==> config.mk <==
export PLATFORM = sky130hd
export DESIGN_NAME = error_log_arbiter
export DESIGN_NICKNAME = d
export VERILOG_FILES = /design/src/rtl/error_log_arbiter.sv
export SDC_FILE = /design/constraint.sdc
export NUM_CORES = 1
export LEC_CHECK = 0
export ABC_AREA = 1
export BUFFER_PORTS_ARGS = -buffer_cell sky130_fd_sc_hd__buf_2
export CORE_MARGIN = 2
export CORE_UTILIZATION = 49
export DETAILED_ROUTE_END_ITERATION = 16
export PLACE_DENSITY = 0.87
export SYNTH_ARGS = -nofsm -noshare
export SYNTH_HDL_FRONTEND = slang
export SYNTH_SLANG_ARGS = --single-unit
==> constraint.sdc <==
create_clock -name clk -period 4.4 [get_ports clk]
set_input_delay 0.44 -clock clk [delete_from_list [all_inputs] [get_ports clk]]
set_output_delay 0.44 -clock clk [all_outputs]
set_load 0.03 [all_outputs]
==> src/rtl/error_log_arbiter.sv <==
// -----------------------------------------------------------------------------
// error_log_arbiter
//
// Shares the error-log RAM between N_REQ error reporters (write side) and one
// lookup client (read side).
//   * Reporters are round-robin arbitrated, one accept per cycle. An accepted
//     record is issued on the RAM write port the following cycle. Records for
//     the reserved address 0 are accepted but dropped.
//   * Lookups run through a four-state FSM (IDLE/ISSUE/WAIT/RESP) that covers
//     the one-cycle RAM read latency. A write to the same address in the ISSUE
//     cycle would make the RAM return stale data, so that write is forwarded.
//   * Saturating counters track issued writes and dropped records.
//
// Ports
//   clk, rst                       clock, asynchronous active-high reset
//   rep_valid/rep_ready            per-reporter handshake (ready is one-hot/zero)
//   rep_addr/rep_err               packed reporter records, slot i at [i*W +: W]
//   rd_req/rd_ready/rd_addr        lookup request handshake
//   rd_valid/rd_data               one-cycle lookup result (0 = not found)
//   ram_we/ram_waddr/ram_werr      RAM write port
//   ram_re/ram_raddr/ram_rerr      RAM read port (ram_rerr one cycle after ram_re)
//   stat_clr                       synchronous clear of both counters
//   wr_count/drop_count            saturating statistics
// -----------------------------------------------------------------------------
module error_log_arbiter #(
    parameter int N_REQ  = 4,
    parameter int ADDR_W = 32,
    parameter int ERR_W  = 10,
    parameter int CNT_W  = 16
) (
    input  logic                    clk,
    input  logic                    rst,
    input  logic [N_REQ-1:0]        rep_valid,
    output logic [N_REQ-1:0]        rep_ready,
    input  logic [N_REQ*ADDR_W-1:0] rep_addr,
    input  logic [N_REQ*ERR_W-1:0]  rep_err,
    input  logic                    rd_req,
    output logic                    rd_ready,
    input  logic [ADDR_W-1:0]       rd_addr,
    output logic                    rd_valid,
    output logic [ERR_W-1:0]        rd_data,
    output logic                    ram_we,
    output logic [ADDR_W-1:0]       ram_waddr,
    output logic [ERR_W-1:0]        ram_werr,
    output logic                    ram_re,
    output logic [ADDR_W-1:0]       ram_raddr,
    input  logic [ERR_W-1:0]        ram_rerr,
    input  logic                    stat_clr,
    output logic [CNT_W-1:0]        wr_count,
    output logic [CNT_W-1:0]        drop_count
);

    localparam int PTR_W = (N_REQ > 1) ? $clog2(N_REQ) : 1;

    typedef enum logic [1:0] {
        S_IDLE,
        S_ISSUE,
        S_WAIT,
        S_RESP
    } rd_state_t;

    // ---------------------------------------------------------------------
    // Round-robin grant
    // ---------------------------------------------------------------------
    logic [PTR_W-1:0]  ptr_q, ptr_d;
    logic [PTR_W-1:0]  grant_idx;
    logic              grant_any;
    logic [ADDR_W-1:0] sel_addr;
    logic [ERR_W-1:0]  sel_err;
    logic              wr_inc;
    logic              drop_inc;

    always_comb begin
        int idx;
        // NOTE: every signal driven here gets a default first so no path
        // leaves it unassigned; otherwise synthesis infers a latch.
        grant_any = 1'b0;
        grant_idx = '0;
        idx       = 0;
        // Search upward from the pointer, wrapping, and take the first valid.
        for (int k = 0; k < N_REQ; k++) begin
            idx = int'(ptr_q) + k;
            if (idx >= N_REQ) idx = idx - N_REQ;
            if (!grant_any && rep_valid[idx]) begin
                grant_any = 1'b1;
                grant_idx = PTR_W'(idx);
            end
        end
    end

    assign rep_ready = grant_any ? (N_REQ'(1) << grant_idx) : '0;
    assign sel_addr  = rep_addr[grant_idx*ADDR_W +: ADDR_W];
    assign sel_err   = rep_err[grant_idx*ERR_W +: ERR_W];

    // Address 0 is reserved: the record is consumed but never written.
    assign wr_inc    = grant_any && (sel_addr != '0);
    assign drop_inc  = grant_any && (sel_addr == '0);

    always_comb begin
        ptr_d = ptr_q;
        if (grant_any) begin
            ptr_d = (grant_idx == PTR_W'(N_REQ - 1)) ? '0 : grant_idx + 1'b1;
        end
    end

    // ---------------------------------------------------------------------
    // Saturating statistics; a clear in the same cycle as an increment wins.
    // ---------------------------------------------------------------------
    logic [CNT_W-1:0] wr_count_q,   wr_count_d;
    logic [CNT_W-1:0] drop_count_q, drop_count_d;

    always_comb begin
        wr_count_d   = wr_count_q;
        drop_count_d = drop_count_q;
        if (stat_clr) begin
            wr_count_d   = '0;
            drop_count_d = '0;
        end else begin
            if (wr_inc && (wr_count_q != '1))     wr_count_d   = wr_count_q + 1'b1;
            if (drop_inc && (drop_count_q != '1)) drop_count_d = drop_count_q + 1'b1;
        end
    end

    // ---------------------------------------------------------------------
    // Write issue stage
    // ---------------------------------------------------------------------
    logic              ram_we_q;
    logic [ADDR_W-1:0] ram_waddr_q;
    logic [ERR_W-1:0]  ram_werr_q;

    // NOTE: sequential state uses non-blocking assignments so every register
    // samples the pre-edge values regardless of statement order.
    always_ff @(posedge clk or posedge rst) begin
        if (rst) begin
            ptr_q        <= '0;
            ram_we_q     <= 1'b0;
            ram_waddr_q  <= '0;
            ram_werr_q   <= '0;
            wr_count_q   <= '0;
            drop_count_q <= '0;
        end else begin
            ptr_q        <= ptr_d;
            ram_we_q     <= wr_inc;
            wr_count_q   <= wr_count_d;
            drop_count_q <= drop_count_d;
            if (wr_inc) begin
                ram_waddr_q <= sel_addr;
                ram_werr_q  <= sel_err;
            end
        end
    end

    // ---------------------------------------------------------------------
    // Read FSM
    // ---------------------------------------------------------------------
    rd_state_t         state_q;
    logic              ram_re_q;
    logic [ADDR_W-1:0] ram_raddr_q;
    logic              fwd_q;
    logic [ERR_W-1:0]  fwd_err_q;
    logic              rd_valid_q;
    logic [ERR_W-1:0]  rd_data_q;

    always_ff @(posedge clk or posedge rst) begin
        if (rst) begin
            state_q     <= S_IDLE;
            ram_re_q    <= 1'b0;
            ram_raddr_q <= '0;
            fwd_q       <= 1'b0;
            fwd_err_q   <= '0;
            rd_valid_q  <= 1'b0;
            rd_data_q   <= '0;
        end else begin
            case (state_q)
                S_IDLE: begin
                    if (rd_req) begin
                        state_q     <= S_ISSUE;
                        ram_re_q    <= 1'b1;
                        ram_raddr_q <= rd_addr;
                    end
                end
                S_ISSUE: begin
                    // A write landing on the same address this cycle is not
                    // visible in the RAM read data, so keep its value aside.
                    ram_re_q  <= 1'b0;
                    fwd_q     <= ram_we_q && (ram_waddr_q == ram_raddr_q);
                    fwd_err_q <= ram_werr_q;
                    state_q   <= S_WAIT;
                end
                S_WAIT: begin
                    rd_data_q  <= fwd_q ? fwd_err_q : ram_rerr;
                    rd_valid_q <= 1'b1;
                    state_q    <= S_RESP;
                end
                S_RESP: begin
                    rd_valid_q <= 1'b0;
                    fwd_q      <= 1'b0;
                    state_q    <= S_IDLE;
                end
                default: state_q <= S_IDLE;
            endcase
        end
    end

    assign rd_ready   = (state_q == S_IDLE);
    assign rd_valid   = rd_valid_q;
    assign rd_data    = rd_data_q;
    assign ram_we     = ram_we_q;
    assign ram_waddr  = ram_waddr_q;
    assign ram_werr   = ram_werr_q;
    assign ram_re     = ram_re_q;
    assign ram_raddr  = ram_raddr_q;
    assign wr_count   = wr_count_q;
    assign drop_count = drop_count_q;

endmodule

==> impl_metrics.tcl <==
set metrics [dict create \
    yosysWarnings 0 \
    finalSetupViolCount 0 \
    ctsHoldBuffers 0 \
    synth_edf_count 0 \
    grt_start_max_net_pins 106 \
    cts_buffer_depth 2 \
    numCtsBuffers 17 \
    critPathArrivalTime_ns 4.04 \
    drt_wl_total_um 27700 \
    layout_commonest_cell "nand2_1" \
    synth_top_area_frac 0.4056 \
    cts_tree "built" \
    drive_above_1_share 0.2713 \
    detail_route.first_pass.iterations 5 \
    skew_ns 0.01373 \
    slew_violations 0 \
    fmax_mhz 267.5 \
    synth_area_per_cell_sq_um 7.043 \
    fp-row-count 47 \
    p_sw_uw 5307 \
    syn-num-nets 1402 \
    grt_pass1_wl_um 43660 \
    cellLeakagePower_uw 0.005825 \
    synth_area_leaders "dfrtp_1 41%, nand2_1 19%, nand3_1 10%, xor2_1 4.7%, inv_1 3.5%" \
    start_util 0.5003 \
    crit_fanout 40 \
    synth_area_leader_cell "dfrtp_1" \
    critPathLaunchType "register" \
    internal_power_uw 4366 \
    die_h_um 133.9 \
    clock_sinks 134 \
    rsz0062_at_grt "false" \
    vias 9187 \
    num_io_pins 342 \
    grt.total_usage 0.3063 \
    globalplace.congestion 0.9378 \
    hpwlAfterDp_um 20640 \
    fp.dieW_um 133.9 \
    diodes 0 \
    hold_viol 0 \
    netSwitchingFraction 0.5487 \
    vias_per_cell 5.376 \
    dpl.cell_count 1677 \
    status "completed" \
    buffer_ports.inserted 341 \
    coreArea_sq_um 16520 \
    dr.first_iter.drc_count 690 \
    path_clk_slew_ns 0.06 \
    critPathKind "register to register" \
    maxCapViolCount 0 \
    max_slew_margin 0.2190 \
    timing.hold.ws_ns 0.2131 \
    clkLatencyLatePin_ns 0.42 \
    min_period_ns 3.738 \
    pwr-share-clk 0.137 \
    nNetsFinal 1704 \
    layout_common_cells "424 x nand2_1, 341 x buf_2, 172 x nand3_1" \
    seq_power_share 0.234 \
    synth_cell_types 33 \
    max-vdd-ir-drop_mv 0.5874 \
    cp_data_required_time_ns 4.70 \
    syn2layout_area_growth_pct 27.83 \
    drc 0 \
    ys_seq_elements 134 \
    worst_pin_slew_ns 1.170 \
    overflow 0 \
    cts_root_buf "clkbuf_16" \
    wl_per_cell_um 16.21 \
    postSynth.asyncResetShare 1.000 \
    tns_ns 0 \
    period_share 0.8496 \
    combPwrFrac 0.629 \
    yosysSeqAreaShare 0.4056 \
    synth-main-ff-cell "dfrtp_1" \
    power.density_nw_per_um2 915.2 \
    antenna_found_initial 2 \
    grt_pass1_vias 8562 \
    crit_path_end_kind "register" \
    syn_inst 1174 \
    syn_area_sq_um 8268 \
    h-tree-depth 4 \
    instances_no_fill 1709 \
    hp-class "input pin to register" \
    dieArea_sq_um 17930 \
    ant_nets 0 \
]
-- worst paths after layout --
path,slack [ns],to,cells past startpoint,startpoint
min in group asynchronous,0.23,drop_count[3],2,rst
hold reg to reg,0.48,rd_data[1],2,rd_data[1]
hold / removal,0.21,ram_raddr[24],3,rd_addr[24]
setup / recovery,0.66,drop_count[12],20,ptr_q[0]
setup reg to reg,0.66,drop_count[12],20,ptr_q[0]
max in group asynchronous,3.16,state_q[0],3,rst
-- cell type report --
| cell class | instances | area (sq um) |
|---|---|---|
| sequential | 134 | 3353 |
| inverter | 80 | 306.5 |
| clock buffer | 18 | 429.2 |
| clock inverter | 14 | 113.9 |
| multi-input combinational | 892 | 4272 |
| timing repair buffer | 351 | 1819 |
| tap | 220 | 275.3 |
| fill | 1460 | 5956 |
-- power groups by stage --
stage	Clock (uW)	Combinational (uW)	Sequential, uW
final	1320	6090	2260
after global routing	1400	6730	2310
after CTS	1340	6090	2250
after detailed placement	0	6060	2260
after global placement	0	5920	2250
after floorplan	0	3730	2920
-- stage by stage --
| step | util | instance area (sq um) | setup WS, ns | total power [uW] |
|---|---|---|---|---|
| after floorplan | - | 8268 | 0.3772 | 6651 |
| after detailed placement | 0.6064 | 10020 | 0.4506 | 8322 |
| after CTS | 0.6393 | 10560 | 0.4532 | 9679 |
| after global routing | 0.6396 | 10570 | 0.2461 | 10440 |
| final | 0.6396 | 10570 | 0.6616 | 9673 |
| after global placement | 0.6064 | 10020 | 0.5465 | 8172 |
-- cell usage after synthesis (11+ instances only) --
master and count:
nand2_1 426, nand3_1 172, dfrtp_1 134, inv_1 76
nor2_1 68, xor2_1 44, o21ai_0 40, o21ai_1 31
clkbuf_1 29, nand4_1 24, buf_2 20, nor3_1 15
o22ai_1 11
-- critical path: stages, from the launching register on --
cell      delay [ns]
dfrtp_1         0.55
inv_2           0.15
nand2_1         0.10
nand2_2         0.08
nand2_1         0.09
nand2_1         0.09
nor2_4          0.12
nand3_1         0.09
nand3_1         0.10
nand2_2         0.07
clkinv_2        0.41
buf_4           0.24
nand3_1         0.07
nand2_1         0.13
nand2_1         0.09
nor2_1          0.09
nand2_1         0.09
nor2_4          0.14
nand4_1         0.58
nand3_1         0.27
nand2_1         0.08
-- per-layer routing --
layer | share of wire | track usage | vias to the layer above | routed length (um)
met5 | 0 | 0 | - | 0
met4 | 0.026 | 0.09102 | 0 | 723
met1 | 0.41 | 0.4062 | 4265 | 11400
met2 | 0.48 | 0.5023 | 435 | 13360
li1 | - | - | 4417 | -
met3 | 0.080 | 0.07067 | 70 | 2208
-- what timing repair did --
action | 4_1_cts | 5_1_grt
gates resized for setup | 0 | 1
endpoints found under the setup margin | 0 | 9
setup buffers | 0 | 0
-- sequential cells by signal, summed over array words and instances (netlist names) --
name and count:
ram_werr 10, state_q 2, ram_we 1, rd_valid 1, drop_count 16, fwd_err_q 10
ptr_q 2, fwd_q 1, rd_data 10, ram_re 1, wr_count 16, ram_raddr 32
ram_waddr 32
-- cell families (layout without fill, tap and decap cells) --
family / count (synthesis) / in the layout / share of synthesized area
and+or+nand+nor: 734 / 734 / 0.3832
buffers and inverters: 148 / 463 / 0.07899
DFF: 134 / 134 / 0.4056
AOI/OAI and AO/OA: 99 / 99 / 0.06522
xor gates and xnor gates: 49 / 49 / 0.05191
adders and majority gates: 10 / 10 / 0.01513
Power figures use the tool's default switching activity.
